$ cat config.mk
export PLATFORM = sky130hd
export DESIGN_NAME = pipe_flow_ctrl
export DESIGN_NICKNAME = d
export VERILOG_FILES = /design/src/rtl/pipe_flow_ctrl_pkg.sv /design/src/rtl/pipe_flow_ctrl_hazard_detect.sv /design/src/rtl/pipe_flow_ctrl.sv
export SDC_FILE = /design/constraint.sdc
export NUM_CORES = 1
export LEC_CHECK = 0
export CAP_MARGIN = 30
export CORE_UTILIZATION = 29
export CTS_CLUSTER_DIAMETER = 80
export DETAILED_ROUTE_END_ITERATION = 6
export SLEW_MARGIN = 20
export SYNTH_ARGS = -nofsm -noshare
export SYNTH_HDL_FRONTEND = slang
export SYNTH_SLANG_ARGS = --single-unit
$ cat constraint.sdc
create_clock -name clk -period 4.96 [get_ports clk]
set_clock_uncertainty 0.15 [all_clocks]
set_input_delay 0.744 -clock clk [delete_from_list [all_inputs] [get_ports clk]]
set_output_delay 0.744 -clock clk [all_outputs]
set_load 0.01 [all_outputs]
$ cat src/rtl/pipe_flow_ctrl_pkg.sv
// Shared types for the LC-3b pipeline flow controller: register index type,
// flow FSM states, the NOP word the latches load on a bubble, and the
// saturating increment used by the stall watchdog.
package pipe_flow_ctrl_pkg;

  localparam int LC3B_REG_W = 3;
  localparam int WDOG_W     = 16;

  typedef logic [LC3B_REG_W-1:0] lc3b_reg;

  typedef enum logic {
    FLOW_RUN      = 1'b0,
    FLOW_MEM_WAIT = 1'b1
  } flow_state_t;

  // Instruction word written into a latch that is loaded with a bubble.
  localparam logic [15:0] LC3B_NOP = 16'h0000;

  // Increment that sticks at all-ones instead of wrapping.
  function automatic logic [WDOG_W-1:0] sat_inc(input logic [WDOG_W-1:0] v);
    return (v == {WDOG_W{1'b1}}) ? v : v + 1'b1;
  endfunction

endpackage

$ cat src/rtl/pipe_flow_ctrl_hazard_detect.sv
// hazard_detect: purely combinational load-use compare. Flags when decode
// reads a register that the load ahead of it is about to write. Kept
// separate so the forwarding unit can reuse the same compare later.
module hazard_detect #(
  parameter int REG_IDX_W = 3
) (
  input  logic [REG_IDX_W-1:0] src1,
  input  logic [REG_IDX_W-1:0] src2,
  input  logic                 src1_used,
  input  logic                 src2_used,
  input  logic                 is_load,
  input  logic [REG_IDX_W-1:0] dest,
  output logic                 hazard
);

  // A source only matters when decode actually reads it.
  always_comb begin
    hazard = is_load && ((src1_used && (src1 == dest)) ||
                         (src2_used && (src2 == dest)));
  end

endmodule

$ cat src/rtl/pipe_flow_ctrl.sv
// pipe_flow_ctrl: parametrised flow controller for the LC-3b pipeline.
// Drives PC load/redirect and per-latch load/bubble enables, tracks valid
// bits, and runs a stall watchdog that raises a sticky hang_err.
// Optional build macro PIPE_FLOW_PERF_EN adds four 32-bit stall/flush
// counters (perf_stall_mem, perf_stall_lu, perf_stall_fetch, perf_flush).
module pipe_flow_ctrl
  import pipe_flow_ctrl_pkg::*;
#(
  parameter int NUM_LATCHES  = 4,
  parameter int NUM_DPORTS   = 1,
  parameter int REG_IDX_W    = 3,
  parameter int REDIRECT_IDX = 3,
  parameter int LOADUSE_IDX  = 1,
  parameter int WDOG_LIMIT   = 1024
) (
  input  logic                   clk,
  input  logic                   reset,
  input  logic                   if_ready,
  input  logic [NUM_DPORTS-1:0]  dmem_busy,
  input  logic [REG_IDX_W-1:0]   id_src1,
  input  logic [REG_IDX_W-1:0]   id_src2,
  input  logic                   id_src1_used,
  input  logic                   id_src2_used,
  input  logic                   lu_is_load,
  input  logic [REG_IDX_W-1:0]   lu_dest,
  input  logic                   redirect_req,
  output logic                   load_pc,
  output logic                   pc_redirect,
  output logic [NUM_LATCHES-1:0] load_latch,
  output logic [NUM_LATCHES-1:0] bubble,
  output logic [NUM_LATCHES-1:0] stage_valid,
  output logic                   hang_err
`ifdef PIPE_FLOW_PERF_EN
  ,
  output logic [31:0]            perf_stall_mem,
  output logic [31:0]            perf_stall_lu,
  output logic [31:0]            perf_stall_fetch,
  output logic [31:0]            perf_flush
`endif
);

  localparam logic [WDOG_W-1:0] WDOG_LIMIT_W = WDOG_W'(WDOG_LIMIT);

  logic [NUM_LATCHES-1:0] valid_reg;
  flow_state_t            state_reg, state_next;
  logic [WDOG_W-1:0]      wdog_reg;
  logic [WDOG_W-1:0]      wdog_inc;
  logic                   hang_reg;

  logic dmem_stall;
  logic redirect_act;
  logic lu_raw;
  logic lu_hazard;

  hazard_detect #(
    .REG_IDX_W (REG_IDX_W)
  ) u_hazard (
    .src1      (id_src1),
    .src2      (id_src2),
    .src1_used (id_src1_used),
    .src2_used (id_src2_used),
    .is_load   (lu_is_load),
    .dest      (lu_dest),
    .hazard    (lu_raw)
  );

  // Qualify requests with the valid bits of the latches they come from, so
  // squashed instructions can never redirect or stall the pipe.
  always_comb begin
    dmem_stall   = |dmem_busy;
    redirect_act = redirect_req && valid_reg[REDIRECT_IDX];
    lu_hazard    = lu_raw && valid_reg[LOADUSE_IDX] && valid_reg[0];
    wdog_inc     = sat_inc(wdog_reg);
  end

  // Priority arbitration of stall causes plus flow FSM next state.
  always_comb begin
    load_pc     = 1'b1;
    pc_redirect = 1'b0;
    load_latch  = '1;
    bubble      = '0;
    state_next  = state_reg;

    if (reset) begin
      // Refill the whole pipe with bubbles while reset is held.
      load_pc = 1'b0;
      bubble  = '1;
    end else if (dmem_stall) begin
      // Freeze everything; a concurrent redirect re-presents next cycle.
      load_pc    = 1'b0;
      load_latch = '0;
    end else if (redirect_act) begin
      // Resolving instruction moves on; everything younger is squashed.
      pc_redirect = 1'b1;
      for (int i = 0; i < NUM_LATCHES; i++) begin
        if (i <= REDIRECT_IDX) bubble[i] = 1'b1;
      end
    end else if (lu_hazard) begin
      load_pc                = 1'b0;
      load_latch[0]          = 1'b0;
      bubble[LOADUSE_IDX]    = 1'b1;
    end else if (!if_ready) begin
      load_pc   = 1'b0;
      bubble[0] = 1'b1;
    end

    case (state_reg)
      FLOW_RUN:      if (dmem_stall)  state_next = FLOW_MEM_WAIT;
      FLOW_MEM_WAIT: if (!dmem_stall) state_next = FLOW_RUN;
      default:                        state_next = FLOW_RUN;
    endcase
  end

  // Flow FSM state register.
  always_ff @(posedge clk) begin
    if (reset) state_reg <= FLOW_RUN;
    else       state_reg <= state_next;
  end

  // Per-latch valid bits: a loaded latch takes its predecessor's valid bit
  // unless it is bubbled; an unloaded latch keeps its own.
  for (genvar gi = 0; gi < NUM_LATCHES; gi++) begin : g_valid
    if (gi == 0) begin : g_first
      // Valid of IF/ID comes straight from the fetch side.
      always_ff @(posedge clk) begin
        if (reset)              valid_reg[gi] <= 1'b0;
        else if (load_latch[gi]) valid_reg[gi] <= ~bubble[gi];
      end
    end else begin : g_rest
      // Valid shifts down from the previous latch.
      always_ff @(posedge clk) begin
        if (reset)              valid_reg[gi] <= 1'b0;
        else if (load_latch[gi]) valid_reg[gi] <= valid_reg[gi-1] & ~bubble[gi];
      end
    end
  end

  // Stall watchdog: counts consecutive cycles without PC progress and
  // latches hang_err once the limit is reached.
  always_ff @(posedge clk) begin
    if (reset) begin
      wdog_reg <= '0;
      hang_reg <= 1'b0;
    end else if (load_pc) begin
      wdog_reg <= '0;
    end else if (!pc_redirect) begin
      wdog_reg <= wdog_inc;
      if (wdog_inc >= WDOG_LIMIT_W) hang_reg <= 1'b1;
    end
  end

  assign stage_valid = valid_reg;
  assign hang_err    = hang_reg;

`ifdef PIPE_FLOW_PERF_EN
  logic win_mem, win_flush, win_lu, win_fetch;

  // Exactly one cause wins in any non-reset cycle with a stall or flush.
  always_comb begin
    win_mem   = !reset && dmem_stall;
    win_flush = !reset && !dmem_stall && redirect_act;
    win_lu    = !reset && !dmem_stall && !redirect_act && lu_hazard;
    win_fetch = !reset && !dmem_stall && !redirect_act && !lu_hazard && !if_ready;
  end

  // Free-running wrap-around counters of the winning stall/flush cause.
  always_ff @(posedge clk) begin
    if (reset) begin
      perf_stall_mem   <= '0;
      perf_stall_lu    <= '0;
      perf_stall_fetch <= '0;
      perf_flush       <= '0;
    end else begin
      if (win_mem)   perf_stall_mem   <= perf_stall_mem + 32'd1;
      if (win_lu)    perf_stall_lu    <= perf_stall_lu + 32'd1;
      if (win_fetch) perf_stall_fetch <= perf_stall_fetch + 32'd1;
      if (win_flush) perf_flush       <= perf_flush + 32'd1;
    end
  end
`endif

endmodule

# ---- Word-level counts from Yosys, hierarchy flattened
# Index checks and enable logic that the tools add are counted.
dict set report classes {
  n_reduce_logical 9
  magnitude_cmp 1
  eq_ne 3
  n_mux 21
  add_sub_neg 1
  bitwise_logic 9
}
# cell count
set op_table {}
lappend op_table {{adder 16 x 1 -> 16 bit (second input constant)} 1}
lappend op_table {{== test 16 bit (second input constant)} 1}
lappend op_table {{>= comparator 16 x 11 -> 1 bit (second input constant)} 1}
lappend op_table {{two-way mux 16 bit} 1}
lappend op_table {{two-way mux 1 bit} 14}
lappend op_table {{two-way mux 4 bit} 3}
lappend op_table {{== test 3 bit} 2}
lappend op_table {{logical AND 1 bit} 6}
lappend op_table {{NOT 1 bit} 6}
lappend op_table {{two-way mux 2 bit} 2}
lappend op_table {{bitwise AND 1 bit} 3}
lappend op_table {{two-way mux 3 bit} 1}
lappend op_table {{AND reduction 3 bit} 1}
lappend op_table {{OR reduction 2 bit} 1}
lappend op_table {{logical OR 1 bit} 1}
dict set report word_totals {
  ff_bits 21
  wordCells 50
  in_bits 17
}

# ---- Depth between registers and ports, before layout
# Gate-level depths: netlist of run 1.
dict set report logic_depth {
  ltp_word 12
  ltp_mapped 7
}

# ---- Modules after synthesis
# A second synthesis of run 1 with hierarchy kept.
dict set report unflattened {
  hier_cells 149
  hier_area_um2 1237.4
}
# module seq_area_each_um2 area_per_inst_um2 instances cells_each
set modules_own_cells {}
lappend modules_own_cells {pipe_flow_ctrl 420.4 1164.9 1 140}
lappend modules_own_cells {hazard_detect 0.0 72.6 1 9}

# ---- Worst setup path before layout of run 1
# Ideal clock, no wire load.
dict set report synth_timing {
  path_kind {input to output}
  start {input redirect_req}
  end {output load_latch[2]}
  required_time_ps 4066
  arrival_ps 1524
  slack_ps 2542
  path_stages 5
  path_cell_list {nand2_1 > nor2_1 > nor2_1 > nand2_1 > buf_4}
}
# item line
set synth_rtl {}
lappend synth_rtl {{from (decl)} pipe_flow_ctrl.sv:26} ;# input logic redirect_req,
lappend synth_rtl {{to (decl)} pipe_flow_ctrl.sv:29} ;# output logic [NUM_LATCHES-1:0] load_latch,

# ---- Worst setup path after layout of run 1
dict set report layout_timing {
  start {input dmem_busy}
  end {output pc_redirect}
}
dict set report layout_via {
  elab_chain_len 2
}
# item line
set layout_rtl {}
lappend layout_rtl {{from (decl)} pipe_flow_ctrl.sv:19} ;# input logic [NUM_DPORTS-1:0] dmem_busy,
lappend layout_rtl {{two-way mux 1 bit} pipe_flow_ctrl.sv:88} ;# end else if (dmem_stall) begin
lappend layout_rtl {{two-way mux 1 bit} pipe_flow_ctrl.sv:84} ;# if (reset) begin
lappend layout_rtl {{to (decl)} pipe_flow_ctrl.sv:28} ;# output logic pc_redirect,
# Every way passes these cells.

==> flow_summary.ini, run 1 <==
[status]
status = finished, final reports clean

[floorplanning]
core_um2 = 4000
fp.dieH_um = 66.33
start_util_pct = 30.00
rows = 23
die_area_um2 = 4399
io_pins = 32
die_w_um = 66.33

[pwr]
power_frac_clock_pct = 32.9
total_power_mw = 0.3294
ir_worst_vdd_mv = 0.05931
total_leakage_power_nw = 0.5612
power.density_nw_per_um2 = 208.4
pwr-share-comb_pct = 14.1
swShare_pct = 22.23
p_seq_share_pct = 53.0
power.internal_mw = 0.2562
p_switching_mw = 0.07320

[global_route]
grt_pass1_wl_mm = 4.381
first_global_vias = 991
antenna_found_initial = 0
grt_start_max_net_pins = 18
grt_overflow_total = 0
track_usage_pct = 12.81

[critical_path]
reg2reg_from = wdog_reg[0]$_SDFFE_PP0N_
regToRegSetupSlack_ns = 2.68
cp.buffers_inverters = 3
path_max_fanout = 15
cp_data_arrival_time_ns = 2.71
r2r_end = hang_err$_SDFFE_PP0P_
cp_top_family = buffers and inverters
cpMostUsedCell = clkdlybuf4s50_1
r2r_cells = 6
path_cells = clkdlybuf4s50_1 > or3_1 > inv_2 > clkdlybuf4s50_1
cp-start-kind = input port
worstSetupStartpoint = dmem_busy
cp-end-kind = output pin
crit_slowest_cell = clkdlybuf4s50_1
max_stage_delay_ns = 0.65
crit_type = input port to output pin
worst_ep_required_time_ns = 4.07

[synthesis]
synth_top_cell_area_share_pct = 35.04
synthMostInstantiatedCell = dfxtp_1
synth.net_count = 159
synth_cells = 141
synthMuxAreaShare_pct = 1.773
ys_ff_latch = 21
synth_compound_gate_area_share_pct = 9.698
yosysTopAreaCell = dfxtp_1
synthFlopType = dfxtp_1
synth_fa_ha_area_share_pct = 1.043
synthSimpleGateAreaFrac_pct = 33.68
synth-xor-area-share_pct = 13.14
syn_area_um2 = 1200
ys_async_sr_fraction_pct = 0
ys_warn_count = 0
synthTopCellsByCount = dfxtp_1, nor2_1, xnor2_1, nand2_1
synth_top_family_by_area = simple AND/OR/NAND/NOR gates
seq_area_frac_synth_pct = 35.04
synth_cell_type_count = 40
synthTopCellsByArea = dfxtp_1, xnor2_1, nor2_1, xor2_1, nand4_1
synth-edff-count = 0
avgSynthCellArea_um2 = 8.510

[drt]
detail_route.vias_per_cell = 4.896
vias = 1082
drtIter0Drc = 20
finalWirelength_mm = 2.507
drc = 0
post_drt_wl_per_cell_um = 11.34
ant_nets = 0
dr.pass1.iters = 4

[sta]
tightest_slew_ns = 0.5130
setup_viol = 0
relSlewSlack_pct = 65.80
hold_slack_ns = 0.3313
fin_crit_ns = 3.604
rsz0062_at_grt = false
period_share_pct = 72.65
fmax_ghz = 0.2775
final_hold_viol_count = 0
drv_slew = 0
tns_ns = 0

[cells_and_area]
n_antenna_cell = 0
regArea_um2 = 420.4
fillers = 394
area_delta_synth_final_pct = 31.70
layout-drive-gt1-share_pct = 7.602
multi_input_area_um2 = 711.9
layout.nets = 190
largest_reg_flops = 16

[clocking]
tritoncts = built
htree_levels = 1
clkTransAtPathRegs_ns = 0.07
cts.sinks = 21
clockBufferDepth = 2
clockRootBuffer = clkbuf_8
cts_buffers = 3
clock_latency_ns = 0.25
cts_resized = 0
cts_hold_repair.buffers = 0
post-cts-setup-buffer-count = 0

[place]
hpwl_mm = 2.022
gp_congestion = 0.7686
io_buffer_count = 31

[worst_hold_path]
hold_end = hang_err$_SDFFE_PP0P_
holdCritStartpoint = hang_err$_SDFFE_PP0P_
holdPathStages = 2
hold_path.class = flop to flop

[job]
max_cap_violations = 0
==> power groups by stage <==
stage                     Clock [mW]  Sequential, mW  Combinational (mW)
final                          0.108           0.175              0.0464
after global placement             0           0.178              0.0462
after CTS                      0.113           0.175              0.0468
after global routing           0.123           0.175              0.0507
after detailed placement           0           0.179              0.0467
after floorplan                    0           0.178              0.0206
==> layout by cell type, fill, tap and decap left out, types with 2 or more instances in the layout <==
cell / n
nand3_1: 8
clkbuf_8: 3
nand4_1: 7
xor2_1: 6
nor3_1: 4
o41ai_1: 2
o21ai_0: 2
inv_1: 5
a21oi_1: 8
and3_1: 2
and4_1: 2
clkdlybuf4s50_1: 31
or3_1: 3
dfxtp_1: 21
nand2_1: 9
xnor2_1: 12
nor4_1: 3
nor2_1: 20
==> kinds of logic after synthesis <==
kind of cell	after synthesis
adders and majority gates	1
DFF	21
and+or+nand+nor	69
buffers and inverters	12
xor gates and xnor gates	18
muxes	2
AOI/OAI and AO/OA	18
==> worst register-to-register path, stage by stage, from the launching register on <==
cell and delay [ns]:
dfxtp_1 0.42, ha_1 0.25, nand3_1 0.27, nor3_2 0.38
mux2_2 0.37, a211oi_1 0.22, o22ai_1 0.10
==> how the worst max path moves through the flow <==
stage                    end  slack, ns  depth (start not counted)
2_1_floorplan  load_latch[2]       2.54                          5
3_3_place_gp     pc_redirect       1.41                          4
3_5_place_dp       bubble[1]       1.36                          7
4_1_cts            bubble[1]       1.36                          7
5_1_grt            bubble[1]       1.18                          7
6_report         pc_redirect       1.36                          4
==> final cells by class <==
cell class / count / area share (%)
Multi-Input combinational cell: 108 / 45.05
Sequential cell: 21 / 26.60
Timing Repair Buffer: 32 / 20.11
Tap cell: 50 / 3.959
Clock buffer: 4 / 2.850
Inverter: 6 / 1.425
==> stage by stage <==
stage	utilization, %	instances	worst slack [ns]	cell area [µm²]
after floorplan	-	141	2.542	1200
after global placement	38.38	217	1.409	1535
after detailed placement	38.38	217	1.363	1535
after CTS	39.51	221	1.362	1580
after global routing	39.51	221	1.178	1580
final	39.51	221	1.356	1580
==> per-layer routing <==
layer / vias up / global-route usage [%] / wire length (µm)
met3: 4 / 1.724 / 51
met2: 12 / 20.15 / 1240
met5: - / 0 / 0
met1: 495 / 17.29 / 1176
li1: 571 / - / -
met4: 0 / 5.585 / 39
(Power assumes the default switching activity.)
==> run 2: changes to the inputs <==
==> constraint.sdc (replaced) <==
create_clock -name clk -period 3.4 [get_ports clk]
set_clock_uncertainty 0.15 [all_clocks]
set_input_delay 0.51 -clock clk [delete_from_list [all_inputs] [get_ports clk]]
set_output_delay 0.51 -clock clk [all_outputs]
set_load 0.01 [all_outputs]
==> run 2 against run 1 <==
Against the previous run: largest cell class unchanged; worst hold slack gained 0.0036 ns; highest routed layer unchanged; largest power group unchanged; sequential power up 46%; worst setup slack got worse by 0.99 ns; utilization increased by 0.28 points; via count increased by 2.6%; register-to-register slack worse by 1.5 ns.
==> flow_summary.ini, run 2 (synthesis results as in run 1) <==
[sta]
relSlewSlack_pct = 53.15
tns_ns = 0
drv_slew = 0
tightest_slew_ns = 0.6986
fin_crit_ns = 3.032
rsz0062_at_grt = false
setup_viol = 0
period_share_pct = 89.18
fmax_ghz = 0.3298
fin_ws_ns = 0.3678
final_hold_viol_count = 0

[clocking]
cts_buffers = 3
clockRootBuffer = clkbuf_8
htree_levels = 1
tritoncts = built
post-cts-setup-buffer-count = 0
clock_latency_ns = 0.26
clockBufferDepth = 2
clkTransAtPathRegs_ns = 0.07
cts_hold_repair.buffers = 0
cts_resized = 0
cts.sinks = 21

[critical_path]
path_max_fanout = 6
crit_type = input port to output pin
worstSetupStartpoint = lu_dest[0]
r2r_end = hang_err$_SDFFE_PP0P_
reg2reg_from = wdog_reg[0]$_SDFFE_PP0N_
cp-end-kind = output pin
r2r_cells = 6
cp_data_arrival_time_ns = 2.37
worst_ep_required_time_ns = 2.74
regToRegSetupSlack_ns = 1.16
cp-start-kind = input port

[worst_hold_path]
hold_end = hang_err$_SDFFE_PP0P_
hold_path.class = flop to flop
holdCritStartpoint = hang_err$_SDFFE_PP0P_
holdPathStages = 2

[global_route]
track_usage_pct = 13.51
antenna_found_initial = 0
grt_start_max_net_pins = 12
grt_overflow_total = 0
grt_pass1_wl_mm = 4.512
first_global_vias = 1023

[pwr]
ir_worst_vdd_mv = 0.2200
total_leakage_power_nw = 0.5673
power.density_nw_per_um2 = 303.6

[drt]
finalWirelength_mm = 2.699
ant_nets = 0
drc = 0
post_drt_wl_per_cell_um = 12.16
vias = 1110
detail_route.vias_per_cell = 5.000
drtIter0Drc = 21
dr.pass1.iters = 4

[floorplanning]
core_um2 = 4000
fp.dieH_um = 66.33
io_pins = 32
die_area_um2 = 4399
die_w_um = 66.33
rows = 23
start_util_pct = 30.00

[place]
pre_cts_slack_ns = 0.3568
hpwl_mm = 2.139
dp.cells = 218
gp_congestion = 0.8541
io_buffer_count = 31

[status]
status = finished, final reports clean

[cells_and_area]
final_cells = 222
area_delta_synth_final_pct = 32.64
final_cell_mix = clkdlybuf4s50_1, dfxtp_1, nor2_1, xnor2_1, nand2_1
layout.nets = 191
final_common_cell = clkdlybuf4s50_1
layout-drive-gt1-share_pct = 8.140
largest_reg_flops = 16
n_antenna_cell = 0

[job]
max_cap_violations = 0
-- run 2: cell count changes in the layout (fill, tap and decap cells not counted), sizes merged --
| cell | before | now |
|---|---|---|
| buf | 1 | 2 |
-- run 2: routing by layer --
layer  routed length [µm]  global-route usage [%]
met1                 1216                   15.37
met2                 1397                   24.23
met3                   27                   1.552
met4                   59                   7.447
met5                    0                       0
-- run 2: metrics by stage --
stage | util, % | hold slack, ns | instance area, µm² | power, mW
global placement | 38.38 | 0.3238 | 1535 | 0.3278
finish | 39.79 | 0.3349 | 1592 | 0.4832
CTS | 39.79 | 0.3466 | 1592 | 0.4929
floorplan | - | 0.3303 | 1200 | 0.2904
detailed placement | 38.66 | 0.3352 | 1546 | 0.3308
global route | 39.79 | 0.3678 | 1592 | 0.5071
-- run 2: worst max-delay path, stage by stage --
cell and delay [ns]:
clkdlybuf4s50_1 0.52, xnor2_1 0.13, nand4_1 0.10, a21oi_1 0.41
nand2b_1 0.10, nand2_1 0.08, clkdlybuf4s50_1 0.52
-- run 2: final cells by class --
cell class / count / area [µm²]
Fill cell: 405 / 2409
Multi-Input combinational cell: 108 / 711.9
Sequential cell: 21 / 420.4
Timing Repair Buffer: 33 / 329.1
Tap cell: 50 / 62.56
Clock buffer: 4 / 45.04
Inverter: 6 / 22.52
-- run 2: how the worst max path moves through the flow --
stage	end	cells after the start
detailed placement	bubble[1]	7
finish	bubble[1]	7
global route	bubble[1]	7
global placement	bubble[1]	7
CTS	bubble[1]	7
floorplan	hang_err$_SDFFE_PP0P_	6
-- run 2: power breakdown --
group	switching, mW	internal [mW]	leakage, nW
registers	0.00505	0.250	0.170
logic	0.0278	0.0418	0.375
clock network	0.0753	0.0834	0.0228
==> run 3: changes to the inputs <==
--- a/config.mk
+++ b/config.mk
@@ -9,6 +9,7 @@
 export CORE_UTILIZATION = 29
 export CTS_CLUSTER_DIAMETER = 80
 export DETAILED_ROUTE_END_ITERATION = 6
+export SETUP_SLACK_MARGIN = 0.02
 export SLEW_MARGIN = 20
 export SYNTH_ARGS = -nofsm -noshare
 export SYNTH_HDL_FRONTEND = slang
==> results of run 3 <==
The final DEF is identical to that of run 2; final timing and power are the same.
